$ cat src/rtl/riot_bus_arbiter.sv
// Shares the RIOT register/RAM bus between the CPU (always first) and a host
// debug port. Host accesses use only ce slots in which the CPU leaves the RIOT idle.
module riot_bus_arbiter #(
  parameter int TIMEOUT = 1023,
  parameter int TW      = 10
) (
  input  logic       clk,
  input  logic       reset,
  input  logic       ce,
  input  logic       cpu_sel,
  input  logic [6:0] cpu_addr,
  input  logic       cpu_rs_n,
  input  logic       cpu_rw_n,
  input  logic [7:0] cpu_din,
  input  logic       host_req,
  input  logic       host_we,
  input  logic       host_rs_n,
  input  logic [6:0] host_addr,
  input  logic [7:0] host_din,
  output logic       host_ack,
  output logic       host_err,
  output logic [7:0] host_dout,
  output logic       host_busy,
  output logic       riot_ce,
  output logic       riot_sel,
  output logic [6:0] riot_addr,
  output logic       riot_rs_n,
  output logic       riot_rw_n,
  output logic [7:0] riot_din,
  input  logic [7:0] riot_dout
);

  localparam logic [1:0] S_IDLE   = 2'd0;
  localparam logic [1:0] S_WAIT   = 2'd1;
  localparam logic [1:0] S_ACCESS = 2'd2;
  localparam logic [1:0] S_DONE   = 2'd3;

  logic [1:0]    state;
  logic [TW-1:0] cnt;
  logic          err_q;
  logic          we_q;
  logic          rs_n_q;
  logic [6:0]    addr_q;
  logic [7:0]    din_q;
  logic [7:0]    dout_q;
  logic          host_slot;

  assign host_slot = (state == S_WAIT) && ce && !cpu_sel;

  // The RIOT always sees exactly the CPU's ce stream; host only borrows idle slots.
  assign riot_ce   = ce;
  assign riot_sel  = host_slot ? 1'b1   : cpu_sel;
  assign riot_addr = host_slot ? addr_q : cpu_addr;
  assign riot_rs_n = host_slot ? rs_n_q : cpu_rs_n;
  assign riot_rw_n = host_slot ? ~we_q  : cpu_rw_n;
  assign riot_din  = host_slot ? din_q  : cpu_din;

  assign host_ack  = (state == S_DONE);
  assign host_err  = (state == S_DONE) && err_q;
  assign host_busy = (state != S_IDLE);
  assign host_dout = dout_q;

  always_ff @(posedge clk) begin
    if (reset) begin
      state  <= S_IDLE;
      cnt    <= '0;
      err_q  <= 1'b0;
      we_q   <= 1'b0;
      rs_n_q <= 1'b0;
      addr_q <= '0;
      din_q  <= '0;
      dout_q <= '0;
    end else begin
      case (state)
        S_IDLE: begin
          if (host_req) begin
            we_q   <= host_we;
            rs_n_q <= host_rs_n;
            addr_q <= host_addr;
            din_q  <= host_din;
            cnt    <= '0;
            err_q  <= 1'b0;
            state  <= S_WAIT;
          end
        end
        S_WAIT: begin
          // host_slot and a CPU-selected ce are mutually exclusive, so a free
          // slot can never lose to the timeout.
          if (host_slot) begin
            state <= we_q ? S_DONE : S_ACCESS;
          end else if (ce && cpu_sel) begin
            if (cnt == TW'(TIMEOUT - 1)) begin
              err_q <= 1'b1;
              state <= S_DONE;
            end else begin
              cnt <= cnt + 1'b1;
            end
          end
        end
        S_ACCESS: begin
          // RIOT registered d_out at the end of the slot; a CPU read now lands after this edge.
          dout_q <= riot_dout;
          state  <= S_DONE;
        end
        default: state <= S_IDLE;
      endcase
    end
  end

endmodule

$ cat config.mk
export PLATFORM = sky130hd
export DESIGN_NAME = riot_bus_arbiter
export DESIGN_NICKNAME = d
export VERILOG_FILES = /design/src/rtl/riot_bus_arbiter.sv
export SDC_FILE = /design/constraint.sdc
export NUM_CORES = 1
export LEC_CHECK = 0
export ABC_AREA = 1
export BUFFER_PORTS_ARGS = -buffer_cell sky130_fd_sc_hd__buf_2
export CORE_MARGIN = 1.5
export CORE_UTILIZATION = 52
export CTS_BUF_LIST = sky130_fd_sc_hd__clkbuf_4 sky130_fd_sc_hd__clkbuf_8 sky130_fd_sc_hd__clkbuf_16
export DETAILED_ROUTE_END_ITERATION = 8
export GPL_ROUTABILITY_DRIVEN = 0
export PLACE_DENSITY = 0.85
export SYNTH_ARGS = -nofsm -noshare
export SYNTH_HDL_FRONTEND = slang
export SYNTH_SLANG_ARGS = --single-unit
export TNS_END_PERCENT = 5
$ cat constraint.sdc
create_clock -name clk -period 3.29 [get_ports clk]
set_clock_uncertainty 0.15 [all_clocks]
set_input_delay 0.4935 -clock clk [delete_from_list [all_inputs] [get_ports clk]]
set_output_delay 0.4935 -clock clk [all_outputs]
set_load 0.02 [all_outputs]
## Word-level counts from Yosys, hierarchy flattened

Index checks and enable logic that the tools add are counted.
W data, S select, Z words.

- Register bits: 38
- Logic and storage cells: 54

- Add/sub/neg operators: 1
- Equality and inequality tests: 11
- Muxes and demuxes: 21
- Bitwise operators: 1
- Reduce and logical (&&, ||, !) cells: 12

Operators with widths:

| kind | number |
|---|---|
| $mux W10 | 4 |
| $pmux W10 S2 | 1 |
| $add A10 B1 Y10 const B | 1 |
| $eq A10 B10 Y1 const B | 1 |
| $reduce_and A5 Y1 | 2 |
| $mux W1 | 8 |
| $mux W2 | 4 |
| $mux W8 | 1 |
| $mux W7 | 1 |
| $ne A2 B2 Y1 const B | 3 |
| $ne A3 B2 Y1 const B | 2 |
| $pmux W2 S3 | 1 |
| $eq A2 B2 Y1 const B | 2 |
| $logic_and A1 B1 Y1 | 4 |
| $ne A2 B1 Y1 const B | 2 |
| $reduce_bool A2 Y1 | 2 |
| $reduce_and A3 Y1 | 1 |
| $eq A2 B1 Y1 const B | 1 |
| $logic_not A2 Y1 | 1 |
| $pmux W1 S2 | 1 |
| $reduce_and A2 Y1 | 1 |
| $logic_not A1 Y1 | 1 |
| $not A1 Y1 | 1 |

## Depth between registers and ports, before layout

Gate-level depths: netlist of run 1.

- Word-level depth: 5
- Depth in mapped cells: 11

## Least setup slack after synthesis of run 1

OpenSTA, ideal clock, no wires.

- Kind: reg2out
- Start: register state[1]
- End: output port riot_addr[3]
- Data arrival time: 1.330 ns
- Data required time: 2.646 ns
- Path slack: 1.317 ns
- Stages on the path, launching flop included: 9
- Cell sequence: dfxtp_1 inv_1 ha_1 nand2_1 nor2_4 inv_2 buf_2 nand2_1 nand2_1

- Cells in the longest elaborated chain, start to end: 4

Ends and longest elaborated chain:

| what | line | RTL |
|---|---|---|
| start, declared | 38 | `logic [1:0] state;` |
| start signal, assigned | 90 | `state <= we_q ? S_DONE : S_ACCESS;` |
| $eq A2 B1 Y1 | 48 | `assign host_slot = (state == S_WAIT) && ce && !cpu_sel;` |
| $logic_and A1 B1 Y1 (2 in a row) | 48 |  |
| $mux W7 | 53 | `assign riot_addr = host_slot ? addr_q : cpu_addr;` |
| end, declared | 26 | `output logic [6:0] riot_addr,` |

Every way passes these cells.

## Worst setup path after layout of run 1

- Start: register state[0]
- End: output port riot_rw_n

- Cells in the longest elaborated chain, start to end: 4

Ends and longest elaborated chain:

| what | line | RTL |
|---|---|---|
| $eq A2 B1 Y1 | 48 |  |
| $logic_and A1 B1 Y1 (2 in a row) | 48 |  |
| $mux W1 | 55 | `assign riot_rw_n = host_slot ? ~we_q : cpu_rw_n;` |
| end, declared | 28 | `output logic riot_rw_n,` |

Every way passes these cells.

==> results of run 1 <==
-- worst reg2reg max path: cells and delay by family, from the launching register on --
family          cells  cell delay [ps]
compound gates      1              110
simple gates        3              740
flops               1              400
fa+ha+maj           1              230
buf+inv             2              290
-- placed cells by master (no fill, tap or decap) --
master      n
a31oi_1     1
nand3_1    18
nand2_1    96
ha_1        7
xnor2_1     1
inv_1      21
nor2_1     63
clkbuf_8    6
o21ai_1     1
inv_2       2
nand3b_1    1
o21ai_0    28
nand2_4     2
buf_2      76
nor2_4      3
nor2_2      1
a21oi_1    13
nand4_1     1
nand2_2     2
dfxtp_1    38
bufinv_16   2
-- cells by family after synthesis --
family                   share of synthesized area (%)
AND/OR/NAND/NOR                                   39.0
AO/OA/AOI/OAI                                     10.9
flip-flops                                        38.3
buffers and inverters                             6.99
adder cells (fa/ha/maj)                           4.41
XOR/XNOR                                         0.441
-- layout make-up --
type,instances,area [µm²],share of cell area [%]
Clock buffer,6,82.6,3.28
Clock inverter,2,60.1,2.38
Inverter,23,86.3,3.43
Multi-Input combinational cell,238,1090,43.2
Sequential cell,38,761,30.2
Tap cell,48,60.1,2.38
Timing Repair Buffer,76,380,15.1
-- per-stage QoR --
stage	power, W	util, %	setup slack [ps]	std cells
after floorplan	0.00106	-	1320	310
after global placement	0.00121	64.9	1050	423
after detailed placement	0.00122	64.9	993	423
after CTS	0.00171	68.8	682	431
after global routing	0.00182	68.8	492	431
final	0.00170	68.8	710	431
-- sequential cells by signal (all words and copies together) (netlist names) --
register / cells
err_q: 1
cnt: 10
rs_n_q: 1
addr_q: 7
state: 2
din_q: 8
host_dout: 8
we_q: 1
-- cells in the mapped netlist, types with 2 or more instances --
cell type  number
dfxtp_1        38
nand2_1        96
a21oi_1        13
ha_1            7
inv_1          21
nor2_1         63
clkbuf_1        5
nand3_1        18
inv_2           2
buf_4           2
o21ai_0        28
nand2_2         2
nor2_4          3
nand2_4         2
buf_2           3
-- power breakdown --
part | switching, W | leakage, nW | internal (W) | total [W]
clock network | 0.000163 | 0.0714 | 0.000323 | 0.000486
logic | 0.000400 | 0.872 | 0.000192 | 0.000592
registers | 0.0000550 | 0.311 | 0.000565 | 0.000620
total | 0.000617 | 1.26 | 0.00108 | 0.00170
-- how the worst min path moves through the flow --
stage                            start            to  slack, ps
final                     riot_dout[1]  host_dout[1]        280
after floorplan                   we_q          we_q        280
after global routing      riot_dout[1]  host_dout[1]        280
after CTS                 riot_dout[3]  host_dout[3]        270
after global placement            we_q          we_q        300
after detailed placement          we_q          we_q        310
-- metal layers --
layer,vias up,share of wire [%],GRT usage [%]
met5,-,0,0
met3,4,7.6,4.51
met1,857,46,28.0
li1,1109,-,-
met2,70,46,40.5
met4,0,0.87,5.59
==> summary.md, run 1 <==
| Metric | Value |
|---|---|
| Final instance area | about 0.0025 mm² |
| # IOs | 77 |
| CP Capture Type | primary output |
| Final Hold Vio Count | 0 |
| Kind of critical path | register to primary output |
| Drt wl/cell | between 10 and 15 µm |
| Status | completed |
| TritonCTS Buffers | 5 |
| Setup tns final | 0 ps |
| Post-Syn Area | 0.00199 mm² |
| Pleak | ~1.3 nW |
| Port-buffer cells | between 70 and 80 |
| Final antenna-violating net count | 0 |
| Hpwl dp | roughly 3200 µm |
| Grt ovf | 0 |
| CP startpoint | state[0] |
| Crit path depth | 7 |
| Post-CTS sizing | 0 |
| Yosys top cell by area | dfxtp_1 |
| Die height | around 65 µm |
| Reg2reg setup slack | between 1000 and 1500 ps |
| Initial DRC count | 150 |
| Worst Setup Start Kind | register |
| Crit path max-delay family | simple AND/OR/NAND/NOR gates |
| Residual DRC count | 0 |
| WL final | 4340 µm |
| Hold depth | 3 |
| R2R Path End | cnt[4] |
| Syn. warnings | 0 |
| Final critical-path share of the clock period | about four fifths |
| # hold bufs at CTS | 0 |
| Worst reg-to-reg path cell count | 7 |
| Initial Util | a little over half |
| Vias in the first global route | roughly 1800 |
| Post-CTS Setup Inserts | 0 |
| Largest cells by area after synthesis | dfxtp_1, nand2_1, nor2_1 |
| Slowest stage delay, CP | 420 ps |
| Vias/cell | 4.73 |
| CTS tree | built |
| Crit path capture | riot_rw_n |
| Worst path slowest cell | dfxtp_1 |
| Reg-to-Reg Start | state[1] |
| Buf/Inv on CP | 2 |
| F_max | between 300 and 400 MHz |
| Row count | 22 |
| Cell mode on critical path | nand2_1 |
| RSZ-0062 raised after global routing | no |
| Crit path required time | approximately 2700 ps |
| Max Cap Viol | 0 |
| Clk sinks | 38 |
| Initial antenna violation count | 0 |
| Die area | roughly 0.0042 mm² |
| Worst-Margin Slew | ~750 ps |
| WHS | ~280 ps |
| Syn nets | ~360 |
| Clock root buffer | clkbuf_8 |
| Endpoints failing setup | 0 |
| Relative slew margins | 49.7% |
| Clock Tree Buf Depth | 2 |
| Crit path time final | roughly 2600 ps |
| Max Slew Vio Count | 0 |
| Seq cells post-synth | 38 |
| Post-synth top flop | dfxtp_1 |
| Post-synth EDFFs | 0 |
| Total Routing Usage GR | a little under a quarter |
| Share of cells above drive strength 1 | 24.5% |
| Die Wd | ~65 µm |
| Antenna diodes | 0 |
| Synthesized instance count | 310 |
| Crit-path max FO | 19 |
| Sequential area share after synthesis | a little under two fifths |
| Clock transition at path regs | 70 ps |
| Fillers | about 340 |
| Share of synthesized registers carrying an async set or reset | 0% |
| CP Cell Sequence | ha_1 > nand2_1 > nor2_4 > inv_2 > nand2_1 > nand2_1 > buf_2 |
| Max IR drop VDD | about 0.00043 V |
| Yosys cell types | 22 |
| 1st-pass router iterations | 4 |
| Synth top area share | approximately two fifths |
| First-pass GRT wire length | roughly 7700 µm |
| Via count | 2040 |
| H-tree depth | 2 |
| Nets | roughly 440 |
| Area growth syn-to-layout | 26.7% |
| HP Class | input pin to register |
| Mean post-synth cell area | between 6 and 7 µm² |
| Core footprint | around 0.0037 mm² |
| Power per cell area | a little under 700 mW/mm² |
| Worst path arrival time | 1940 ps |
| Largest net degree at the start of global routing | 32 |
| Clk_lat worst skew | about 280 ps |
| Placed Area | around 0.0024 mm² |
No activity file was read; power rests on OpenSTA's default activity.
==> run 2, diff against run 1 <==
--- a/config.mk
+++ b/config.mk
@@ -8,11 +8,11 @@
 export ABC_AREA = 1
 export BUFFER_PORTS_ARGS = -buffer_cell sky130_fd_sc_hd__buf_2
 export CORE_MARGIN = 1.5
-export CORE_UTILIZATION = 52
+export CORE_UTILIZATION = 48
 export CTS_BUF_LIST = sky130_fd_sc_hd__clkbuf_4 sky130_fd_sc_hd__clkbuf_8 sky130_fd_sc_hd__clkbuf_16
 export DETAILED_ROUTE_END_ITERATION = 8
 export GPL_ROUTABILITY_DRIVEN = 0
-export PLACE_DENSITY = 0.85
+export PLACE_DENSITY = 0.8
 export SYNTH_ARGS = -nofsm -noshare
 export SYNTH_HDL_FRONTEND = slang
 export SYNTH_SLANG_ARGS = --single-unit
==> constraint.sdc (replaced) <==
create_clock -name clk -period 2.7 [get_ports clk]
set_clock_uncertainty 0.15 [all_clocks]
set_input_delay 0.405 -clock clk [delete_from_list [all_inputs] [get_ports clk]]
set_output_delay 0.405 -clock clk [all_outputs]
set_load 0.02 [all_outputs]
==> run 2 against run 1 <==
  * Register-to-register slack got worse by 600 ps
  * First-iteration DRC count is 25% lower
  * Critical path type unchanged
  * Combinational power up 22%
  * Largest power group unchanged
  * Critical path depth rose by 1
  * Clock-buffer cell count is 1 higher
  * Sequential cell count unchanged
  * Largest cell class unchanged
==> summary.md, run 2 (synthesis gave the netlist of run 1 again) <==
| Metric | Value |
|---|---|
| Status | completed |
| Antenna diodes | 0 (unchanged) |
| Top reg by flops | cnt |
| Residual DRC count | 0 (unchanged) |
| Reg2reg setup slack | 700 ps (-600 ps) |
| Initial Util | 49.7% (-4.6 points) |
| Clock Tree Buf Depth | 2 (unchanged) |
| F_max | 425 MHz |
| TritonCTS Buffers | 5 (unchanged) |
| Largest net degree at the start of global routing | 32 (unchanged) |
| Die Wd | 67.4 µm (+3.9%) |
| Max FFs per register | 10 (unchanged) |
| Endpoints failing setup | 0 (unchanged) |
| Clock root buffer | clkbuf_8 |
| Crit path required time | 2140 ps (-510 ps) |
| Crit path capture | riot_din[6] |
| Die height | 67.4 µm (+3.9%) |
| Nets | 439 (+0.69%) |
| 1st-pass router iterations | 4 (unchanged) |
| Worst-Margin Slew | 737 ps (-16.4 ps) |
| Clk_lat worst skew | 280 ps (about the same) |
| Non-filler cells in the finished layout | 436 (+1.2%) |
| Hpwl dp | 3370 µm (+6.1%) |
| Power per cell area | 755 mW/mm² (+12%) |
| Area growth syn-to-layout | 25.6% |
| Worst reg-to-reg path cell count | 7 (unchanged) |
| Row count | 23 (+4.5%) |
| Clock transition at path regs | 70 ps (about the same) |
| Max Cap Viol | 0 (unchanged) |
| CP Capture Type | primary output |
| Max IR drop VDD | 0.000539 V (+25%) |
| First-pass GRT wire length | 7310 µm (-4.4%) |
| Drt wl/cell | 10.4 µm (+2.9%) |
| Core footprint | 0.00400 mm² (+9.3%) |
| Vias in the first global route | 1744 (-4.5%) |
| Commonest cells after routing, fill and taps aside | nand2_1, buf_2, nor2_1 |
| Clk sinks | 38 (unchanged) |
| Vias/cell | 4.82 (+1.8%) |
| R2R Path End | cnt[4] |
| Relative slew margins | 50.8% (+1.1 points) |
| Via count | 2101 (+3.0%) |
| WL final | 4520 µm (+4.1%) |
| Setup slack after placement | 484 ps (-509 ps) |
| Crit-path max FO | 13 (-6) |
| HP Class | input pin to register |
| Worst Setup Start Kind | register |
| RSZ-0062 raised after global routing | no |
| Final Hold Vio Count | 0 (unchanged) |
| Kind of critical path | register to primary output |
| Placed instance count | 425 (+0.47%) |
| Pleak | 1.25 nW (-0.33%) |
| Final antenna-violating net count | 0 (unchanged) |
| Final setup margin | 349 ps (-362 ps) |
| Share of cells above drive strength 1 | 25.1% (+0.59 points) |
| Most common cell after layout, fill and taps aside | nand2_1 |
| CP startpoint | state[1] |
| Setup tns final | 0 ps (unchanged) |
| Die area | 0.00454 mm² (+7.9%) |
| Initial antenna violation count | 0 (unchanged) |
| H-tree depth | 2 (unchanged) |
| WHS | 193 ps (-83.4 ps) |
| CTS tree | built |
| Final Core Density | 62.4% (-6.4 points) |
| Worst path arrival time | 1800 ps (-140 ps) |
| Post-CTS sizing | 0 (unchanged) |
| Reg-to-Reg Start | state[1] |
| Initial DRC count | 113 (-25%) |
| Port-buffer cells | 76 (unchanged) |
| Grt ovf | 0 (unchanged) |
| Final critical-path share of the clock period | between 80 and 90% |
| Total Routing Usage GR | 20.8% (-1.9 points) |
| Max Slew Vio Count | 0 (unchanged) |
| # IOs | 77 (unchanged) |
| Crit path time final | 2350 ps |
## run 2: changes by cell type in the layout (fill, tap and decap cells not counted), sizes merged
| cell | previous run | this run |
|---|---|---|
| buf | 76 | 79 |
| clkinv | 0 | 1 |
| bufinv | 2 | 0 |
| clkbuf | 6 | 7 |
## run 2: layer usage
| metal | vias to the layer above | track usage [%] | part of all wire, % |
|---|---|---|---|
| met5 | - | 0 | 0 |
| met4 | 0 | 6.38 | 0.75 |
| met3 | 4 | 5.17 | 7.8 |
| met2 | 79 | 38.2 | 46 |
| met1 | 896 | 23.5 | 45 |
| li1 | 1122 | - | - |
## run 2: worst max-delay path, cell delays in order, from the launching register on
cell and delay, ps:
dfxtp_1 350, inv_1 90, ha_1 230, nand2_1 130, nor2_4 200, buf_4 210
nand2_1 80, nand2_1 70, buf_2 150
## run 2: cell type report
cell class,instances,area (µm²)
clock buffers,7,90.1
multi-input cells,238,1090
fillers,395,1500
flip-flops and latches,38,761
inverters,23,86.3
repair buffers,79,403
clock inverters,1,5.00
well taps,50,62.6
## run 2: how the worst min path moves through the flow
stage	to	cells past startpoint	from
3_3_place_gp	we_q	2	we_q
6_report	host_dout[7]	3	riot_dout[7]
5_1_grt	host_dout[6]	3	riot_dout[6]
3_5_place_dp	we_q	2	we_q
4_1_cts	host_dout[6]	3	riot_dout[6]
2_1_floorplan	we_q	2	we_q
## run 2: report_power, final
group | total [W] | leakage (nW) | internal (W) | switching, W
sequential | 0.000758 | 0.311 | 0.000689 | 0.0000695
clock | 0.000403 | 0.0517 | 0.000216 | 0.000187
combinational | 0.000723 | 0.888 | 0.000241 | 0.000482
## run 2: what timing repair did
action | 4_1_cts | 5_1_grt
hold buffers | 0 | 0
setup buffers | 0 | 3
setup endpoints to repair | 0 | 7
## run 2: metrics by stage
| step | area, µm² | total power [W] |
|---|---|---|
| final | 2500 | 0.00189 |
| after global routing | 2500 | 0.00204 |
| after CTS | 2470 | 0.00190 |
| after detailed placement | 2380 | 0.00149 |
| after global placement | 2380 | 0.00147 |
| after floorplan | 1990 | 0.00129 |
==> run 3, diff against run 2 <==
--- a/config.mk
+++ b/config.mk
@@ -7,6 +7,7 @@
 export LEC_CHECK = 0
 export ABC_AREA = 1
 export BUFFER_PORTS_ARGS = -buffer_cell sky130_fd_sc_hd__buf_2
+export CORE_ASPECT_RATIO = 0.5
 export CORE_MARGIN = 1.5
 export CORE_UTILIZATION = 48
 export CTS_BUF_LIST = sky130_fd_sc_hd__clkbuf_4 sky130_fd_sc_hd__clkbuf_8 sky130_fd_sc_hd__clkbuf_16
@@ -16,4 +17,3 @@
 export SYNTH_ARGS = -nofsm -noshare
 export SYNTH_HDL_FRONTEND = slang
 export SYNTH_SLANG_ARGS = --single-unit
-export TNS_END_PERCENT = 5
==> run 3 against run 2 <==
  * Register-to-register slack got worse by 70 ps
  * Wire length up 6.9%
  * Worst hold slack got worse by 3.3 ps
  * Non-clock buffer count grew 3
  * Sequential share of layout area down 0.51 points
  * Clock-buffer cell count is 1 higher
  * Critical path depth stayed put
  * Setup slack got worse by 130 ps
  * Final area up 1.7%
  * Sequential power barely moved
  * Highest routed layer unchanged
==> summary.md, run 3 (synthesis gave the netlist of run 1 again) <==
| Metric | Value |
|---|---|
| Non-filler cells in the finished layout | 443 (+1.6%) |
| Post-CTS sizing | 0 (unchanged) |
| Worst Setup Start Kind | register |
| Row count | 16 (-30%) |
| Port-buffer cells | 76 (unchanged) |
| Initial antenna violation count | 0 (unchanged) |
| Final Hold Vio Count | 0 (unchanged) |
| Total Routing Usage GR | 21.3% (+0.46 points) |
| Vias/cell | 4.80 (-0.41%) |
| Top reg by flops | cnt |
| Nets | 442 (+0.68%) |
| Clk_lat worst skew | 290 ps (about the same) |
| # hold bufs at CTS | 0 (unchanged) |
| Clock Tree Buf Depth | 2 (unchanged) |
| CP Capture Type | primary output |
| Crit path required time | 2140 ps (about the same) |
| Crit-path max FO | 17 (+4) |
| F_max | 402 MHz (-5.4%) |
| Die area | 0.00456 mm² (+0.51%) |
| Worst path arrival time | 1930 ps (+130 ps) |
| Buf/Inv on CP | 3 (unchanged) |
| Max IR drop VDD | 0.000296 V (-45%) |
| Setup tns final | 0 ps (unchanged) |
| Commonest cells after routing, fill and taps aside | nand2_1, buf_2, nor2_1 |
| HP Class | input pin to register |
| Kind of critical path | register to primary output |
| Status | completed |
| Area growth syn-to-layout | 27.7% |
| 1st-pass router iterations | 4 (unchanged) |
| Share of cells above drive strength 1 | 25.7% (+0.58 points) |
| Via count | 2126 (+1.2%) |
| # IOs | 77 (unchanged) |
| First-pass GRT wire length | 7760 µm (+6.1%) |
| Crit path time final | 2490 ps (+134 ps) |
| Grt ovf | 0 (unchanged) |
| CTS tree | built |
| WL final | 4830 µm (+6.9%) |
| Hpwl dp | 3440 µm (+1.9%) |
| Clock transition at path regs | 80 ps (about the same) |
| Endpoints failing setup | 0 (unchanged) |
| Largest net degree at the start of global routing | 32 (unchanged) |
| Max Slew Vio Count | 0 (unchanged) |
| CP Cell Sequence | inv_1 > ha_1 > nand2_1 > nor2_4 > inv_2 > nand2_1 > nand2_1 > buf_2 |
| Worst-Margin Slew | 744 ps (+6.97 ps) |
| Most common cell after layout, fill and taps aside | nand2_1 |
| Max Cap Viol | 0 (unchanged) |
| Initial DRC count | 79 (-30%) |
| Slowest stage delay, CP | 350 ps (about the same) |
| Core footprint | 0.00394 mm² (-1.4%) |
| Crit path max-delay family | simple AND/OR/NAND/NOR gates |
| Cell mode on critical path | nand2_1 |
| Drt wl/cell | 10.9 µm (+5.2%) |
| TritonCTS Buffers | 5 (unchanged) |
| Final critical-path share of the clock period | 92.1% (+5.0 points) |
| Clock root buffer | clkbuf_8 |
| Die Wd | 94.0 µm (+40%) |
| Die height | 48.5 µm (-28%) |
| Clk sinks | 38 (unchanged) |
| Initial Util | 50.4% (+0.71 points) |
| Residual DRC count | 0 (unchanged) |
| Vias in the first global route | 1850 (+6.1%) |
| Final antenna-violating net count | 0 (unchanged) |
| Worst path slowest cell | dfxtp_1 |
| RSZ-0062 raised after global routing | no |
| Placed instance count | 429 (+0.94%) |
| Relative slew margins | 50.3% (-0.47 points) |
| H-tree depth | 2 (unchanged) |
| Antenna diodes | 0 (unchanged) |
| Max FFs per register | 10 (unchanged) |
| Pleak | 1.27 nW (+1.8%) |
| Power per cell area | 772 mW/mm² (+2.2%) |
-- run 3: changes by cell type in the layout (fill, tap and decap cells not counted), sizes merged --
cell | before | now
clkinv | 1 | 0
clkbuf | 7 | 8
buf | 79 | 82
-- run 3: worst min-delay path, delay by kind of cell --
family / cells / cell delay, ps
and+or+nand+nor: 2 / 110
buffers and inverters: 1 / 70
-- run 3: power breakdown --
group          internal (W)  switching, W
Clock              0.000258      0.000197
Sequential         0.000689     0.0000704
Combinational      0.000248      0.000498
Total               0.00119      0.000765
-- run 3: metal layers --
layer	wire length, µm	GRT usage, %	share of wire [%]	vias to the layer above
li1	-	-	-	1124
met2	2400	39.5	50	53
met5	0	0	0	-
met1	2190	24.5	45	945
met4	25	5.22	0.52	0
met3	218	5.35	4.5	4
-- run 3: repair_timing --
action                                  CTS  global route
hold endpoints to repair                  0             0
endpoints found under the setup margin    0            17
setup buffers                             0             6
-- run 3: per-stage QoR --
stage | hold WS, ps | cell area, µm² | utilization (%) | worst slack [ps] | total power [W]
5_1_grt | 186 | 2540 | 64.4 | 48.1 | 0.00210
3_3_place_gp | 292 | 2380 | 60.4 | 553 | 0.00146
4_1_cts | 186 | 2490 | 63.2 | 110 | 0.00195
6_report | 190 | 2540 | 64.4 | 214 | 0.00196
2_1_floorplan | 280 | 1990 | - | 815 | 0.00129
3_5_place_dp | 299 | 2380 | 60.4 | 429 | 0.00150
-- run 3: final cells by class --
cell class	count	area, µm²
Inverter	23	86.3
Tap cell	54	67.6
Fill cell	369	1410
Timing Repair Buffer	82	425
Sequential cell	38	761
Multi-Input combinational cell	238	1090
Clock buffer	8	110
-- run 3: path summary, 6_finish.rpt --
path,slack (ps),start,endpoint,depth (start not counted)
worst max-delay path,210,state[1],riot_rs_n,8
worst min-delay path,190,riot_dout[6],host_dout[6],3
worst max register to register,630,state[1],cnt[1],7
worst min register to register,310,we_q,we_q,2
